File: src/rtl/pipeline_ctrl_pkg.sv
// Shared types and constants for the pipeline stall/flush sequencer.
package pipeline_ctrl_pkg;

   typedef enum logic [1:0] {
      RUN      = 2'd0,
      MEM_WAIT = 2'd1,
      REDIRECT = 2'd2
   } ctrlState_t;

   localparam int unsigned REG_ZERO = 0;
   localparam int unsigned PEN_W    = 3;

endpackage

File: src/rtl/hazard_detect_unit.sv
// Combinational load-use comparator: a load in EX feeding the instruction in ID.
module hazard_detect_unit
   import pipeline_ctrl_pkg::*;
#(
   parameter int REG_W = 5
) (
   input  logic [REG_W-1:0] id_rs,
   input  logic [REG_W-1:0] id_rt,
   input  logic             id_uses_rt,
   input  logic             ex_mem_read,
   input  logic [REG_W-1:0] ex_rt,
   output logic             load_use
);

   // $zero is never a real dependency, so a load targeting it cannot stall ID.
   assign load_use = ex_mem_read && (ex_rt != REG_W'(REG_ZERO)) &&
                     ((ex_rt == id_rs) || (id_uses_rt && (ex_rt == id_rt)));

endmodule

File: src/rtl/pipeline_hazard_controller.sv
// Stall/flush sequencer for the 5-stage pipeline; priority is MEM wait > redirect > load-use.
// Optional stall/flush statistics counters are built when PIPE_STALL_STATS_EN is defined.
module pipeline_hazard_controller
   import pipeline_ctrl_pkg::*;
#(
   parameter int REG_W            = 5,
   parameter int REDIRECT_PENALTY = 1
) (
   input  logic             clk,
   input  logic             reset,
   input  logic [REG_W-1:0] id_rs,
   input  logic [REG_W-1:0] id_rt,
   input  logic             id_uses_rt,
   input  logic             ex_mem_read,
   input  logic [REG_W-1:0] ex_rt,
   input  logic             mem_branch_taken,
   input  logic             mem_jump,
   input  logic             mem_req,
   input  logic             mem_ready,
   output logic             pc_write,
   output logic             if_id_write,
   output logic             if_id_flush,
   output logic             id_ex_write,
   output logic             id_ex_flush,
   output logic             ex_mem_write,
   output logic             ex_mem_flush,
   output logic             mem_wb_bubble,
   output logic             busy
`ifdef PIPE_STALL_STATS_EN
   ,
   output logic [31:0]      stall_cycles,
   output logic [31:0]      flush_events
`endif
);

   localparam logic [PEN_W-1:0] PEN_RELOAD =
      (REDIRECT_PENALTY > 0) ? PEN_W'(REDIRECT_PENALTY - 1) : '0;

   ctrlState_t       state, stateNext;
   logic [PEN_W-1:0] penCnt, penCntNext;
   logic             memWait, redirectReq, redirectAccept, loadUse;

   hazard_detect_unit #(.REG_W(REG_W)) uHazard (
      .id_rs       (id_rs),
      .id_rt       (id_rt),
      .id_uses_rt  (id_uses_rt),
      .ex_mem_read (ex_mem_read),
      .ex_rt       (ex_rt),
      .load_use    (loadUse)
   );

   assign memWait        = mem_req && !mem_ready;
   assign redirectReq    = mem_branch_taken || mem_jump;
   assign redirectAccept = redirectReq && !memWait;

   always_ff @(posedge clk) begin
      if (reset) begin
         state  <= RUN;
         penCnt <= '0;
      end else begin
         state  <= stateNext;
         penCnt <= penCntNext;
      end
   end

   always_comb begin
      stateNext  = state;
      penCntNext = penCnt;
      case (state)
         RUN, MEM_WAIT: begin
            if (memWait) begin
               stateNext = MEM_WAIT;
            end else if (redirectReq) begin
               stateNext  = (REDIRECT_PENALTY > 0) ? REDIRECT : RUN;
               penCntNext = PEN_RELOAD;
            end else begin
               stateNext = RUN;
            end
         end
         REDIRECT: begin
            // A data-memory wait freezes the penalty countdown along with the pipe.
            if (memWait) begin
               stateNext = REDIRECT;
            end else if (redirectReq) begin
               stateNext  = REDIRECT;
               penCntNext = PEN_RELOAD;
            end else if (penCnt == '0) begin
               stateNext = RUN;
            end else begin
               penCntNext = penCnt - 1'b1;
            end
         end
         default: begin
            stateNext  = RUN;
            penCntNext = '0;
         end
      endcase
   end

   always_comb begin
      pc_write      = 1'b1;
      if_id_write   = 1'b1;
      if_id_flush   = 1'b0;
      id_ex_write   = 1'b1;
      id_ex_flush   = 1'b0;
      ex_mem_write  = 1'b1;
      ex_mem_flush  = 1'b0;
      mem_wb_bubble = 1'b0;
      busy          = 1'b0;
      if (!reset) begin
         busy = (state != RUN);
         if (memWait) begin
            pc_write      = 1'b0;
            if_id_write   = 1'b0;
            id_ex_write   = 1'b0;
            ex_mem_write  = 1'b0;
            mem_wb_bubble = 1'b1;
         end else if (redirectReq) begin
            if_id_flush  = 1'b1;
            id_ex_flush  = 1'b1;
            ex_mem_flush = 1'b1;
         end else if (state == REDIRECT) begin
            if_id_flush = 1'b1;
         end else if (loadUse) begin
            // ID holds a bubble while in REDIRECT, so load-use only matters here.
            pc_write    = 1'b0;
            if_id_write = 1'b0;
            id_ex_flush = 1'b1;
         end
      end
   end

`ifdef PIPE_STALL_STATS_EN
   always_ff @(posedge clk) begin
      if (reset) begin
         stall_cycles <= '0;
         flush_events <= '0;
      end else begin
         if (!pc_write && (stall_cycles != '1)) stall_cycles <= stall_cycles + 32'd1;
         if (redirectAccept && (flush_events != '1)) flush_events <= flush_events + 32'd1;
      end
   end
`endif

endmodule

File: config.mk
export PLATFORM = sky130hd
export DESIGN_NAME = pipeline_hazard_controller
export DESIGN_NICKNAME = d
export VERILOG_FILES = /design/src/rtl/pipeline_ctrl_pkg.sv /design/src/rtl/hazard_detect_unit.sv /design/src/rtl/pipeline_hazard_controller.sv
export SDC_FILE = /design/constraint.sdc
export NUM_CORES = 1
export LEC_CHECK = 0
export BUFFER_PORTS_ARGS = -buffer_cell sky130_fd_sc_hd__buf_2
export CAP_MARGIN = 10
export CORE_AREA = 5 5 42 44
export DETAILED_ROUTE_END_ITERATION = 7
export DIE_AREA = 0 0 47 49
export PLACE_DENSITY = 0.77
export SLEW_MARGIN = 25
export SYNTH_ARGS = -nofsm -noshare
export SYNTH_HDL_FRONTEND = slang
export SYNTH_SLANG_ARGS = --single-unit
export TNS_END_PERCENT = 30
File: constraint.sdc
create_clock -name clk -period 1.5 [get_ports clk]
set_input_delay 0 -clock clk [delete_from_list [all_inputs] [get_ports clk]]
set_output_delay 0 -clock clk [all_outputs]
set_load 0.05 [all_outputs]
# ---- Word-level counts from Yosys, hierarchy flattened
# Cells that the tools add are included.
dict set report word_totals {
  ff_bits 5
  in_bits 23
  elab_cells 59
}
dict set report classes {
  n_addsub 1
  n_eq_ne 9
  n_mux 34
  n_reduce_logical 13
}
# op count
set ops {}
lappend ops {{1-bit two-way mux} 22}
lappend ops {{3-bit two-way mux} 5}
lappend ops {{5-bit == test} 2}
lappend ops {{2-bit two-way mux} 5}
lappend ops {{2-bit != test (second input constant)} 3}
lappend ops {{3-bit case mux with 2 select lines} 1}
lappend ops {{5-bit nonzero test} 1}
lappend ops {{1-bit logical AND} 4}
lappend ops {{4-bit != test (second input constant)} 1}
lappend ops {{2-bit case mux with 2 select lines} 1}
lappend ops {{4-bit AND reduction} 1}
lappend ops {{3-bit logical NOT} 1}
lappend ops {{3-bit != test (second input constant)} 1}
lappend ops {{3-bit by 1-bit subtractor with 3-bit output (second input constant)} 1}
lappend ops {{2-bit by 1-bit == test with 1-bit output (second input constant)} 1}
lappend ops {{2-bit == test (second input constant)} 1}
lappend ops {{2-bit logical NOT} 1}
lappend ops {{1-bit logical OR} 2}
lappend ops {{2-bit nonzero test} 1}
lappend ops {{2-bit OR reduction} 1}
lappend ops {{1-bit logical NOT} 1}

# ---- Depth between registers and ports, before layout
dict set report logic_depth {
  ltp_word 9
  ltp_mapped 6
  ltp_nobuf 6
}

# ---- Hierarchy
# A second synthesis with hierarchy kept.
dict set report unflattened {
  cells_unflattened 61
  hier_area_um2 483.0
}
# mod instances cells_per_inst area_per_inst_um2
set by_module_without_submodules {}
lappend by_module_without_submodules {pipeline_hazard_controller 1 44 350.3}
lappend by_module_without_submodules {hazard_detect_unit 1 17 132.6}

# ---- Worst setup path before layout
# OpenSTA, ideal clock, no wires.
dict set report synth_timing {
  kind {in2out}
  from {input port reset}
  to {output port pc_write}
  arrival_time_ps 2083
  required_ps 1500
  setup_slack_ps -583
  stages 5
  path_cell_list {clkbuf_1 -> nor2_1 -> inv_1 -> o21a_1 -> buf_4}
}
dict set report synth_between {
  elab_chain_cells 1
}
# element line
set synth_rtl {}
lappend synth_rtl {{from (decl)} pipeline_hazard_controller.sv:10} ;# input logic reset,
lappend synth_rtl {{1-bit two-way mux} --}
lappend synth_rtl {{to (decl)} pipeline_hazard_controller.sv:20} ;# output logic pc_write,
# No other way between the ends.

# ---- Final worst setup path
dict set report layout_timing {
  from {register state[1]}
  to {output port if_id_flush}
}
dict set report layout_between {
  elab_chain_cells 5
}
# element line
set layout_rtl {}
lappend layout_rtl {{from (decl)} pipeline_hazard_controller.sv:39} ;# ctrlState_t state, stateNext;
lappend layout_rtl {{from (signal assigned)} pipeline_hazard_controller.sv:61} ;# state <= stateNext;
lappend layout_rtl {{2-bit == test} pipeline_hazard_controller.sv:122} ;# end else if (state == REDIRECT) begin
lappend layout_rtl {{1-bit two-way mux} pipeline_hazard_controller.sv:122}
lappend layout_rtl {{1-bit two-way mux} pipeline_hazard_controller.sv:118} ;# end else if (redirectReq) begin
lappend layout_rtl {{1-bit two-way mux} pipeline_hazard_controller.sv:112} ;# if (memWait) begin
lappend layout_rtl {{1-bit two-way mux} pipeline_hazard_controller.sv:110} ;# if (!reset) begin
lappend layout_rtl {{to (decl)} pipeline_hazard_controller.sv:22} ;# output logic if_id_flush,
# No other way between the ends.

==> qor.yml <==
run_status:
  outcome: "finished, final reports clean"
worst_setup_path:
  critical_path_class: "reg -> out"
  cp-start-kind: "flip-flop"
  arrival_ns: 1.44
  cp_max_fo: 7
  critPathCaptureType: "primary output"
  cp.required_ns: 1.50
  reg2reg_depth: 3
place:
  port_buffers: 31
  dpl.cell_count: 110
  gp_congestion: 0.850
  dp_hpwl_um: 1160
detailed_routing:
  drt-initial-drc-count: 3
  route.detailed.drc: 0
  vias_per_cell: 5.23
  route.vias.total: 596
  routed_wl_um: 1360
  routedWlPerCell_um: 11.9
  drt_first_pass_iters: 4
  antenna_left: 0
sta:
  tightestPinTransition_ns: 0.485
  skew_ns: 0.0105
  relSlewSlack_pct: 67.3
  rsz0062_at_grt: "true"
  hold_viol: 0
  max_freq_mhz: 696
  post-route-min-period_ns: 1.44
  period_share_pct: 95.8
  maxSlewViolCount: 0
  setup_viol: 0
  whs_ns: 0.0657
die:
  fp.dieH_um: 49
  rows: 14
  core_um2: 1400
  start_util_pct: 34.8
  dieArea_um2: 2300
  ios: 32
  die_width_um: 47
cells_and_area:
  antenna_cells: 0
  finalNetCount: 124
  final_util_pct: 49.5
  drive_gt1_share_pct: 38.8
  finalNonFillerCells: 114
  area_delta_synth_final_pct: 42.1
clocking:
  htree_levels: 1
  cts_num_sinks: 5
  cts.hold.buffers_added: 0
  clock_latency_ns: 0.25
  clock_tree.root_cell: "clkbuf_4"
  cts_tree: "done"
  clk_path_buf_depth: 2
  clkTransAtPathRegs_ns: 0.05
  cts_made_buffers: 3
synth:
  synthTopCellsByArea: "dfxtp_1, xor2_1, nor2_1"
  synth_top_area_share_pct: 20.5
  ys_ff_latch: 5
  yosysSeqAreaShare_pct: 20.5
  synth_edf_count: 0
  synth_cell_type_count: 27
  synthTopCellsByCount: "nor2_1, xor2_1, dfxtp_1, nor3_1"
  avgSynthCellArea_um2: 7.51
  ys_async_sr_fraction_pct: 0
  synth_flop_cell: "dfxtp_1"
  yosysTopAreaCell: "dfxtp_1"
  synth_warnings: 0
  syn-num-nets: 90
  synth.cell_area_um2: 488
  netlist_instances: 65
global_routing:
  antenna_found_initial: 0
  grt_pass1_vias: 561
  grt_max_degree: 11
  grt_overflow: 0
  grt.total_usage_pct: 12.2
  grt_pass1_wl_um: 2130
worst_hold_path:
  whs_path_depth: 2
  hp-class: "in -> reg"
power_and_ir_drop:
  powerDensity_nw_per_um2: 687
  max-vdd-ir-drop_uv: 487
  p_leak_nw: 0.304
job:
  maxCapViolations: 0
-- routing by layer --
metal  routed length (um)  share of wire, %  global-route usage (%)  vias to the layer above
li1                     -                 -                       -                      297
met1                  515                38                    13.9                      262
met2                  613                45                    19.2                       33
met3                  207                15                    4.80                        4
met4                   25               1.8                    5.53                        0
met5                    0                 0                       0                        -
-- worst max-delay path, stage by stage, from the launching register on --
cell	delay, ns
dfxtp_1	0.32
buf_4	0.14
or2b_1	0.26
a211oi_1	0.23
buf_4	0.23
-- cells by family after synthesis --
| logic type | after synthesis | synth area share, % |
|---|---|---|
| simple gates | 29 | 31.8 |
| compound gates | 13 | 18.5 |
| xor+xnor | 10 | 17.9 |
| buf+inv | 6 | 6.15 |
| flops | 5 | 20.5 |
| fa+ha+maj | 2 | 5.13 |
-- per-stage QoR --
stage	TNS [ns]	setup slack (ns)	area (um^2)	total power, mW
CTS	0	0.00443	686	0.477
global route	-0.0600	-0.0431	693	0.507
detailed placement	0	0.0895	659	0.314
finish	0	0.0633	693	0.476
global placement	0	0.114	659	0.310
floorplan	-0.633	-0.374	495	0.253
-- final timing paths --
check | startpoint | endpoint | slack, ns
worst min register to register | penCnt[1]$_SDFFE_PP0P_ | penCnt[1]$_SDFFE_PP0P_ | 0.48
worst min-delay path | reset | penCnt[1]$_SDFFE_PP0P_ | 0.07
worst max-delay path | state[1]$_SDFFE_PP0P_ | if_id_flush | 0.06
worst max register to register | state[0]$_SDFFE_PP0P_ | penCnt[1]$_SDFFE_PP0P_ | 0.07
-- sequential cells by signal, summed over array words and instances (netlist names) --
register  cells
penCnt        3
state         2
-- area by class of cell --
class	instances	area (um^2)
multi-input cells	54	365
flip-flops and latches	5	100
repair buffers	32	170
well taps	16	20.0
inverters	3	11.3
clock buffers	4	26.3
fillers	153	708
-- cells in the final DEF, fill, tap and decap left out, types with 2 or more instances in the layout --
cell | synthesis | final
nand2b_1 | 2 | 2
dfxtp_1 | 5 | 5
o21ai_0 | 3 | 3
clkbuf_4 | 0 | 3
nor3_1 | 5 | 4
a21oi_1 | 2 | 2
inv_1 | 3 | 3
xor2_1 | 9 | 9
nor2b_1 | 3 | 3
nand2_1 | 2 | 2
nor4_1 | 2 | 2
nor2_1 | 9 | 8
ha_1 | 2 | 2
buf_2 | 0 | 28
buf_4 | 2 | 4
nand4_1 | 3 | 3
-- what timing repair did --
item | CTS | global route
resized for setup | 0 | 6
endpoints found under the setup margin | 0 | 3
setup buffers | 0 | 0
-- power breakdown --
group          switching (mW)  internal [mW]
registers             0.00241          0.137
logic                   0.109         0.0648
clock network          0.0620          0.101
No activity file was read; power rests on OpenSTA's default activity.
